**src/rtl/vec_mem_seq_if.sv**
```systemverilog
// Word-wide data-memory port between the vector load/store sequencer and memory.
interface vec_mem_seq_if #(
  parameter int unsigned WORD_W = 16,
  parameter int unsigned ADDR_W = 16
) ();
  logic [ADDR_W-1:0] mem_addr;
  logic              mem_rd_en;
  logic              mem_wr_en;
  logic [WORD_W-1:0] mem_wdata;
  logic [WORD_W-1:0] mem_rdata;
  logic              mem_rdy;

  modport master (
    output mem_addr, mem_rd_en, mem_wr_en, mem_wdata,
    input  mem_rdata, mem_rdy
  );

  modport slave (
    input  mem_addr, mem_rd_en, mem_wr_en, mem_wdata,
    output mem_rdata, mem_rdy
  );
endinterface

```
**src/rtl/vec_mem_seq.sv**
```systemverilog
// Vector load/store sequencer: moves one LANES x WORD_W vector over a word-wide
// memory port, one lane per accepted beat, stalling the pipeline via busy.
module vec_mem_seq #(
  parameter int unsigned LANES  = 16,
  parameter int unsigned WORD_W = 16,
  parameter int unsigned ADDR_W = 16
) (
  input  logic                      clk,
  input  logic                      rst_n,
  input  logic                      start,
  input  logic                      is_store,
  input  logic [ADDR_W-1:0]         base_addr,
  input  logic [LANES*WORD_W-1:0]   st_data,
  output logic                      busy,
  output logic                      done,
  output logic [LANES*WORD_W-1:0]   ld_data,
  vec_mem_seq_if.master             mem
);

  localparam int unsigned VEC_W  = LANES * WORD_W;
  localparam int unsigned LANE_W = (LANES > 1) ? $clog2(LANES) : 1;

  localparam logic [1:0] IDLE = 2'd0;
  localparam logic [1:0] XFER = 2'd1;
  localparam logic [1:0] DONE = 2'd2;

  logic [1:0]        state, state_n;
  logic [LANE_W-1:0] lane, lane_n;
  logic              store_q, store_n;
  logic [ADDR_W-1:0] base_q, base_n;
  logic [VEC_W-1:0]  st_q, st_n;
  logic [VEC_W-1:0]  ld_n;
  logic              busy_n, done_n;
  logic [ADDR_W-1:0] addr_q, addr_n;
  logic              rd_q, rd_n, wr_q, wr_n;
  logic [WORD_W-1:0] wdata_q, wdata_n;

  assign mem.mem_addr  = addr_q;
  assign mem.mem_rd_en = rd_q;
  assign mem.mem_wr_en = wr_q;
  assign mem.mem_wdata = wdata_q;

  // State, lane and output registers; outputs are precomputed from next-state values.
  always_ff @(posedge clk or negedge rst_n) begin
    if (!rst_n) begin
      state   <= IDLE;
      lane    <= '0;
      store_q <= 1'b0;
      base_q  <= '0;
      st_q    <= '0;
      ld_data <= '0;
      busy    <= 1'b0;
      done    <= 1'b0;
      addr_q  <= '0;
      rd_q    <= 1'b0;
      wr_q    <= 1'b0;
      wdata_q <= '0;
    end else begin
      state   <= state_n;
      lane    <= lane_n;
      store_q <= store_n;
      base_q  <= base_n;
      st_q    <= st_n;
      ld_data <= ld_n;
      busy    <= busy_n;
      done    <= done_n;
      addr_q  <= addr_n;
      rd_q    <= rd_n;
      wr_q    <= wr_n;
      wdata_q <= wdata_n;
    end
  end

  // Next-state, lane bookkeeping and next-output logic.
  always_comb begin
    state_n = state;
    lane_n  = lane;
    store_n = store_q;
    base_n  = base_q;
    st_n    = st_q;
    ld_n    = ld_data;
    addr_n  = addr_q;
    wdata_n = wdata_q;

    case (state)
      IDLE: begin
        if (start) begin
          state_n = XFER;
          lane_n  = '0;
          store_n = is_store;
          base_n  = base_addr;
          st_n    = st_data;
          // A load starts from a clean vector so untransferred lanes read 0.
          if (!is_store) ld_n = '0;
        end
      end
      XFER: begin
        if (mem.mem_rdy) begin
          if (!store_q) ld_n[lane*WORD_W +: WORD_W] = mem.mem_rdata;
          lane_n = lane + LANE_W'(1);
          if (lane == LANE_W'(LANES - 1)) state_n = DONE;
        end
      end
      DONE: begin
        state_n = IDLE;
      end
      default: begin
        state_n = IDLE;
      end
    endcase

    busy_n = (state_n != IDLE);
    done_n = (state_n == DONE);
    rd_n   = (state_n == XFER) && !store_n;
    wr_n   = (state_n == XFER) && store_n;
    if (state_n == XFER) begin
      addr_n  = base_n + ADDR_W'(lane_n);
      wdata_n = st_n[lane_n*WORD_W +: WORD_W];
    end
  end

endmodule

```
**src/flat_wrapper.sv**
```systemverilog
// flat-port wrapper written by rule: the top's interface ports become plain ports
module vec_mem_seq_flat 
#(
  parameter int unsigned LANES  = 16,
  parameter int unsigned WORD_W = 16,
  parameter int unsigned ADDR_W = 16
)
  (clk, rst_n, start, is_store, base_addr, st_data, busy, done, ld_data, mem_mem_addr, mem_mem_rd_en, mem_mem_wr_en, mem_mem_wdata, mem_mem_rdata, mem_mem_rdy);
  vec_mem_seq_if #(.WORD_W(WORD_W), .ADDR_W(ADDR_W)) mem_i ();
  input  logic clk;
  input  logic rst_n;
  input  logic start;
  input  logic is_store;
  input  logic [ADDR_W-1:0] base_addr;
  input  logic [LANES*WORD_W-1:0] st_data;
  output logic busy;
  output logic done;
  output logic [LANES*WORD_W-1:0] ld_data;
  output wire logic [$bits(mem_i.mem_addr)-1:0] mem_mem_addr;
  output wire logic [$bits(mem_i.mem_rd_en)-1:0] mem_mem_rd_en;
  output wire logic [$bits(mem_i.mem_wr_en)-1:0] mem_mem_wr_en;
  output wire logic [$bits(mem_i.mem_wdata)-1:0] mem_mem_wdata;
  input wire logic [$bits(mem_i.mem_rdata)-1:0] mem_mem_rdata;
  input wire logic [$bits(mem_i.mem_rdy)-1:0] mem_mem_rdy;
  assign mem_mem_addr = mem_i.mem_addr;
  assign mem_mem_rd_en = mem_i.mem_rd_en;
  assign mem_mem_wr_en = mem_i.mem_wr_en;
  assign mem_mem_wdata = mem_i.mem_wdata;
  assign mem_i.mem_rdata = mem_mem_rdata;
  assign mem_i.mem_rdy = mem_mem_rdy;
  vec_mem_seq #(.LANES(LANES), .WORD_W(WORD_W), .ADDR_W(ADDR_W)) u_core (.clk(clk), .rst_n(rst_n), .start(start), .is_store(is_store), .base_addr(base_addr), .st_data(st_data), .busy(busy), .done(done), .ld_data(ld_data), .mem(mem_i));
endmodule
```
**config.mk**
```make
export PLATFORM = sky130hd
export DESIGN_NAME = vec_mem_seq_flat
export DESIGN_NICKNAME = d
export VERILOG_FILES = /design/src/rtl/vec_mem_seq_if.sv /design/src/rtl/vec_mem_seq.sv /design/src/flat_wrapper.sv
export SDC_FILE = /design/constraint.sdc
export NUM_CORES = 1
export LEC_CHECK = 0
export BUFFER_PORTS_ARGS = -buffer_cell sky130_fd_sc_hd__buf_2
export CAP_MARGIN = 40
export CORE_AREA = 4 4 228 230
export DETAILED_ROUTE_END_ITERATION = 8
export DIE_AREA = 0 0 232 234
export GPL_TIMING_DRIVEN = 0
export PLACE_DENSITY = 0.76
export SYNTH_ARGS = -nofsm -noshare
export SYNTH_HDL_FRONTEND = slang
export SYNTH_SLANG_ARGS = --single-unit
export TNS_END_PERCENT = 100
```
**constraint.sdc**
```tcl
create_clock -name clk -period 5.1 [get_ports clk]
set_clock_uncertainty 0.1 [all_clocks]
set_input_delay 0.51 -clock clk [delete_from_list [all_inputs] [get_ports clk]]
set_output_delay 0.51 -clock clk [all_outputs]
set_load 0.1 [all_outputs]
```
==> PnR_summary.wiki <==
{| class="wikitable"
! Metric !! Value
|-
| Area of the core || 0.0499 sq mm
|-
| Placed cell count || 3,702
|-
| Status || finished, final reports clean
|-
| Skew-Pair Late Insertion Delay || between 600 and 700 ps
|-
| Average footprint of a synthesized cell || 9.69 sq um
|-
| Crit path setup slack, layout || 337 ps
|-
| Number of antenna violations at the first check in global routing || 7
|-
| Slew at the pin closest to its max-slew limit || 872 ps
|-
| Total count of hold-check failures in the final report || 0
|-
| Vias in the first global route || roughly 23,000
|-
| Fraction of the mapped netlist area in compound gates || 13.8%
|-
| Post-place setup slack || 188 ps
|-
| Dominant synthesized flop cell || dfrtp_1
|-
| Detailed Route Iter0 Violations || 2,683
|-
| Remaining antenna violation count || 0
|-
| VDD IR max || 510 uV
|-
| Total Negative Setup Slacks || 0 ps
|-
| Class of the worst hold path || input pin to register
|-
| Fraction of final layout cells sized beyond drive strength 1 || ~22%
|-
| Final core area utilization || 62.6%
|-
| Leakage || ~0.017 uW
|-
| Combinational family with the most area after synthesis || simple AND/OR/NAND/NOR gates
|-
| Data arrival time of the worst path || between 5000 and 6000 ps
|-
| Adder-cell share of the synthesized area || 0.558%
|-
| Cell at the root of the clock tree || clkbuf_16
|-
| CP Cell Sequence || buf_2 > or3b_1 > buf_2 > clkbuf_1 > clkbuf_1 > clkbuf_1 > nand2_1 > nand2_1 > ha_1 > fa_1 > a21o_1 > a21oi_1 > nor4_4 > a31oi_1 > a211oi_1 > a21o_1
|-
| Number of nets in the layout || 3,561
|-
| Post-synthesis instance total || ~2,500
|-
| Clock Path Buffers || 3
|-
| Area fraction in and, or, nand and nor cells after synthesis || between 20% and 30%
|-
| Number of enable flip-flop cells after synthesis || 0
|-
| Total standard cell area after synthesis || 0.0238 sq mm
|-
| DRC viols || 0
|-
| Total buffers and inverters traversed by the critical path || 5
|-
| Final GP Congestion || 0.980
|-
| Worst-case headroom to the max-slew limit || 41.8%
|-
| Max-slew violation total from the final report || 0
|-
| Crit-path most repeated cell || clkbuf_1
|-
| Most frequent cells in the layout || nand2_1 (1,037), buf_2 (610), dfrtp_1 (571)
|-
| Total number of yosys warnings || 0
|-
| Post-layout min period || 4760 ps
|-
| Register bit total from synthesis || 571
|-
| Number of placed I/O pins || 585
|-
| Routed vias/inst || 5.81
|-
| Final worst hold slack || 19.1 ps
|-
| Crit path required time || 5550 ps
|-
| Sequential cell area fraction in the yosys report || 60.1%
|-
| Routed WL per cell || 23.4 um
|-
| Library cell contributing the largest single delay on the critical path || clkbuf_1
|-
| Number of buffers created by CTS || 57
|-
| Unrepaired setup endpoints after global routing || no
|-
| Largest net degree at the start of global routing || 128
|-
| Layout area overhead || 31.4%
|-
| Die Outline Area || 0.0543 sq mm
|-
| Deepest level of the CTS H-tree || 2
|-
| Reported max-cap violation count || 0
|-
| Wire length of the first global-routing pass || about 140,000 um
|-
| Critical path peak fanout || 10
|-
| Most frequent standard cell in the layout excluding fill and tap cells || nand2_1
|-
| Clock sink count || 571
|-
| Clock tree from TritonCTS || done
|-
| Die Wd || between 200 and 250 um
|-
| Sum of routed wire length over all layers || 93,200 um
|-
| Starting Density || between 40% and 50%
|-
| Asr flop ratio synth || 100%
|-
| Worst Setup Path Type || register to register
|-
| Count of unique library cells instantiated by Yosys || 57
|-
| Filler Cells Inserted || around 4,000
|-
| Synthesized-area fraction occupied by xor and xnor cells || less than 1%
|-
| Number of rows in the core area || just over 80
|-
| Delay-heaviest family, CP || buffers and inverters
|-
| DPL Wire Length || between 60,000 and 70,000 um
|-
| Post-synthesis net count || 2,756
|-
| Chip Height || 234 um
|-
| Total track usage || 33.4%
|-
| Startpoint class of the critical path || register
|-
| Remaining global-route overflow || 0
|-
| Maximum single-stage delay on the critical path || 640 ps
|-
| CP Capture Type || register
|-
| Power density over the cells || around 760 mW/mm^2
|-
| Period utilization || 93.4%
|-
| Cell Count, Final, Fillers Out || 3,984
|-
| Pre-antenna DRT Iters || 7
|-
| Peak clock frequency supported by timing || 210 MHz
|-
| Count of buffers inserted at the top-level ports || 568
|-
| Via count of the routed design || 23,100
|-
| Clock-pin slew of the registers on the worst-case setup and hold paths || 60 ps
|-
| Multiplexer share of the synthesized area || 0.300%
|-
| Count of final setup violators || 0
|}
-- cells by family (layout without fill, tap and decap cells) --
logic type | after synthesis | after routing
AOI/OAI and AO/OA | 403 | 403
xor gates and xnor gates | 11 | 11
adders and majority gates | 10 | 10
buffers and inverters | 195 | 1045
DFF | 571 | 571
muxes | 7 | 7
other | 0 | 9
and+or+nand+nor | 1256 | 1256
-- cell type report --
| class | instances | area [sq um] | area share, % |
|---|---|---|---|
| Sequential cell | 571 | 14300 | 45.8 |
| Multi-Input combinational cell | 1687 | 8690 | 27.8 |
| Timing Repair Buffer | 746 | 4720 | 15.1 |
| Clock buffer | 88 | 1740 | 5.59 |
| Tap cell | 672 | 841 | 2.69 |
| Buffer | 181 | 733 | 2.35 |
| Clock inverter | 16 | 134 | 0.429 |
| Inverter | 14 | 52.6 | 0.168 |
| Antenna cell | 9 | 22.5 | 0.0721 |
-- sequential cells by signal, indices dropped and copies added, names as in the netlist --
| signal | flops |
|---|---|
| u_core.store_q | 1 |
| u_core.lane | 4 |
| u_core.busy | 1 |
| u_core.base_q | 16 |
| u_core.mem.mem_wr_en | 1 |
| u_core.mem.mem_addr | 16 |
| u_core.done | 1 |
| u_core.ld_data | 256 |
| u_core.st_q | 256 |
| u_core.state | 2 |
| u_core.mem.mem_rd_en | 1 |
| u_core.mem.mem_wdata | 16 |
-- where the power goes --
part	switching (uW)	internal, uW	total, uW	leakage [uW]
Combinational	9570	2680	12300	0.00822
Clock	1810	2400	4210	0.000936
Sequential	1090	6260	7360	0.00746
Total	12500	11300	23800	0.0166
-- worst reg2reg max path, cell delays in order (launching register included) --
cell	delay (ps)
dfrtp_1	360
buf_2	220
or3b_1	150
buf_2	310
clkbuf_1	560
clkbuf_1	640
clkbuf_1	520
nand2_1	120
nand2_1	140
ha_1	210
fa_1	220
a21o_1	130
a21oi_1	150
nor4_4	360
a31oi_1	150
a211oi_1	280
a21o_1	120
-- cell usage after synthesis, types with 4 or more instances --
cell type | number | area share, %
nand2_1 | 1037 | 16
nand4_1 | 22 | 0.58
a221oi_1 | 16 | 0.59
inv_1 | 11 | 0.17
a22o_1 | 256 | 9.4
a21oi_1 | 45 | 0.95
mux2i_1 | 6 | 0.25
o21ai_1 | 7 | 0.15
nor3b_1 | 16 | 0.51
o211ai_1 | 17 | 0.54
xor2_1 | 6 | 0.22
ha_1 | 9 | 0.47
buf_1 | 27 | 0.43
nor3_1 | 25 | 0.53
o21ai_0 | 5 | 0.11
dfrtp_1 | 571 | 60
clkbuf_1 | 112 | 1.8
nor2_1 | 49 | 0.77
a21o_1 | 8 | 0.25
o2111ai_1 | 32 | 1.2
nor2b_1 | 5 | 0.13
nor2_2 | 4 | 0.11
nand3_1 | 72 | 1.5
buf_2 | 42 | 0.88
and3_1 | 5 | 0.13
xnor2_1 | 5 | 0.18
-- metal layers --
metal  GRT usage, %  up-vias  wire length, um
li1               -     9925                -
met1           40.2    11200            32900
met2           55.6     1600            44500
met3           7.17      392             9280
met4           19.8        2             6620
met5              0        -                7
-- metrics by stage --
step                      power, uW  cell area [sq um]
after CTS                     23600              31200
after global placement        19000              27400
after detailed placement      19300              27600
after floorplan               16100              23800
after global routing          24800              31200
final                         23800              31200
-- worst paths after layout --
path                                                        to  slack (ps)  depth (start not counted)                        from
max                        u_core.mem.mem_addr[10]$_DFFE_PN0P_         340                         16   u_core.state[0]$_DFF_PN0_
min                                  u_core.st_q[77]$_DFF_PN0_          20                          3                 st_data[77]
max reg2reg                u_core.mem.mem_addr[10]$_DFFE_PN0P_         340                         16   u_core.state[0]$_DFF_PN0_
min reg2reg                         u_core.st_q[130]$_DFF_PN0_         370                          2  u_core.st_q[130]$_DFF_PN0_
max in group asynchronous      u_core.ld_data[121]$_DFFE_PN0P_        2840                          5                       rst_n
min in group asynchronous           u_core.st_q[243]$_DFF_PN0_         270                          2                       rst_n
-- repair_timing --
item,4_1_cts,5_1_grt
resized for setup,0,2
hold buffers,168,1
setup buffers,0,0
endpoints found under the setup margin,0,2
endpoints found under the hold margin,216,1
No activity file was read; power rests on OpenSTA's default activity.
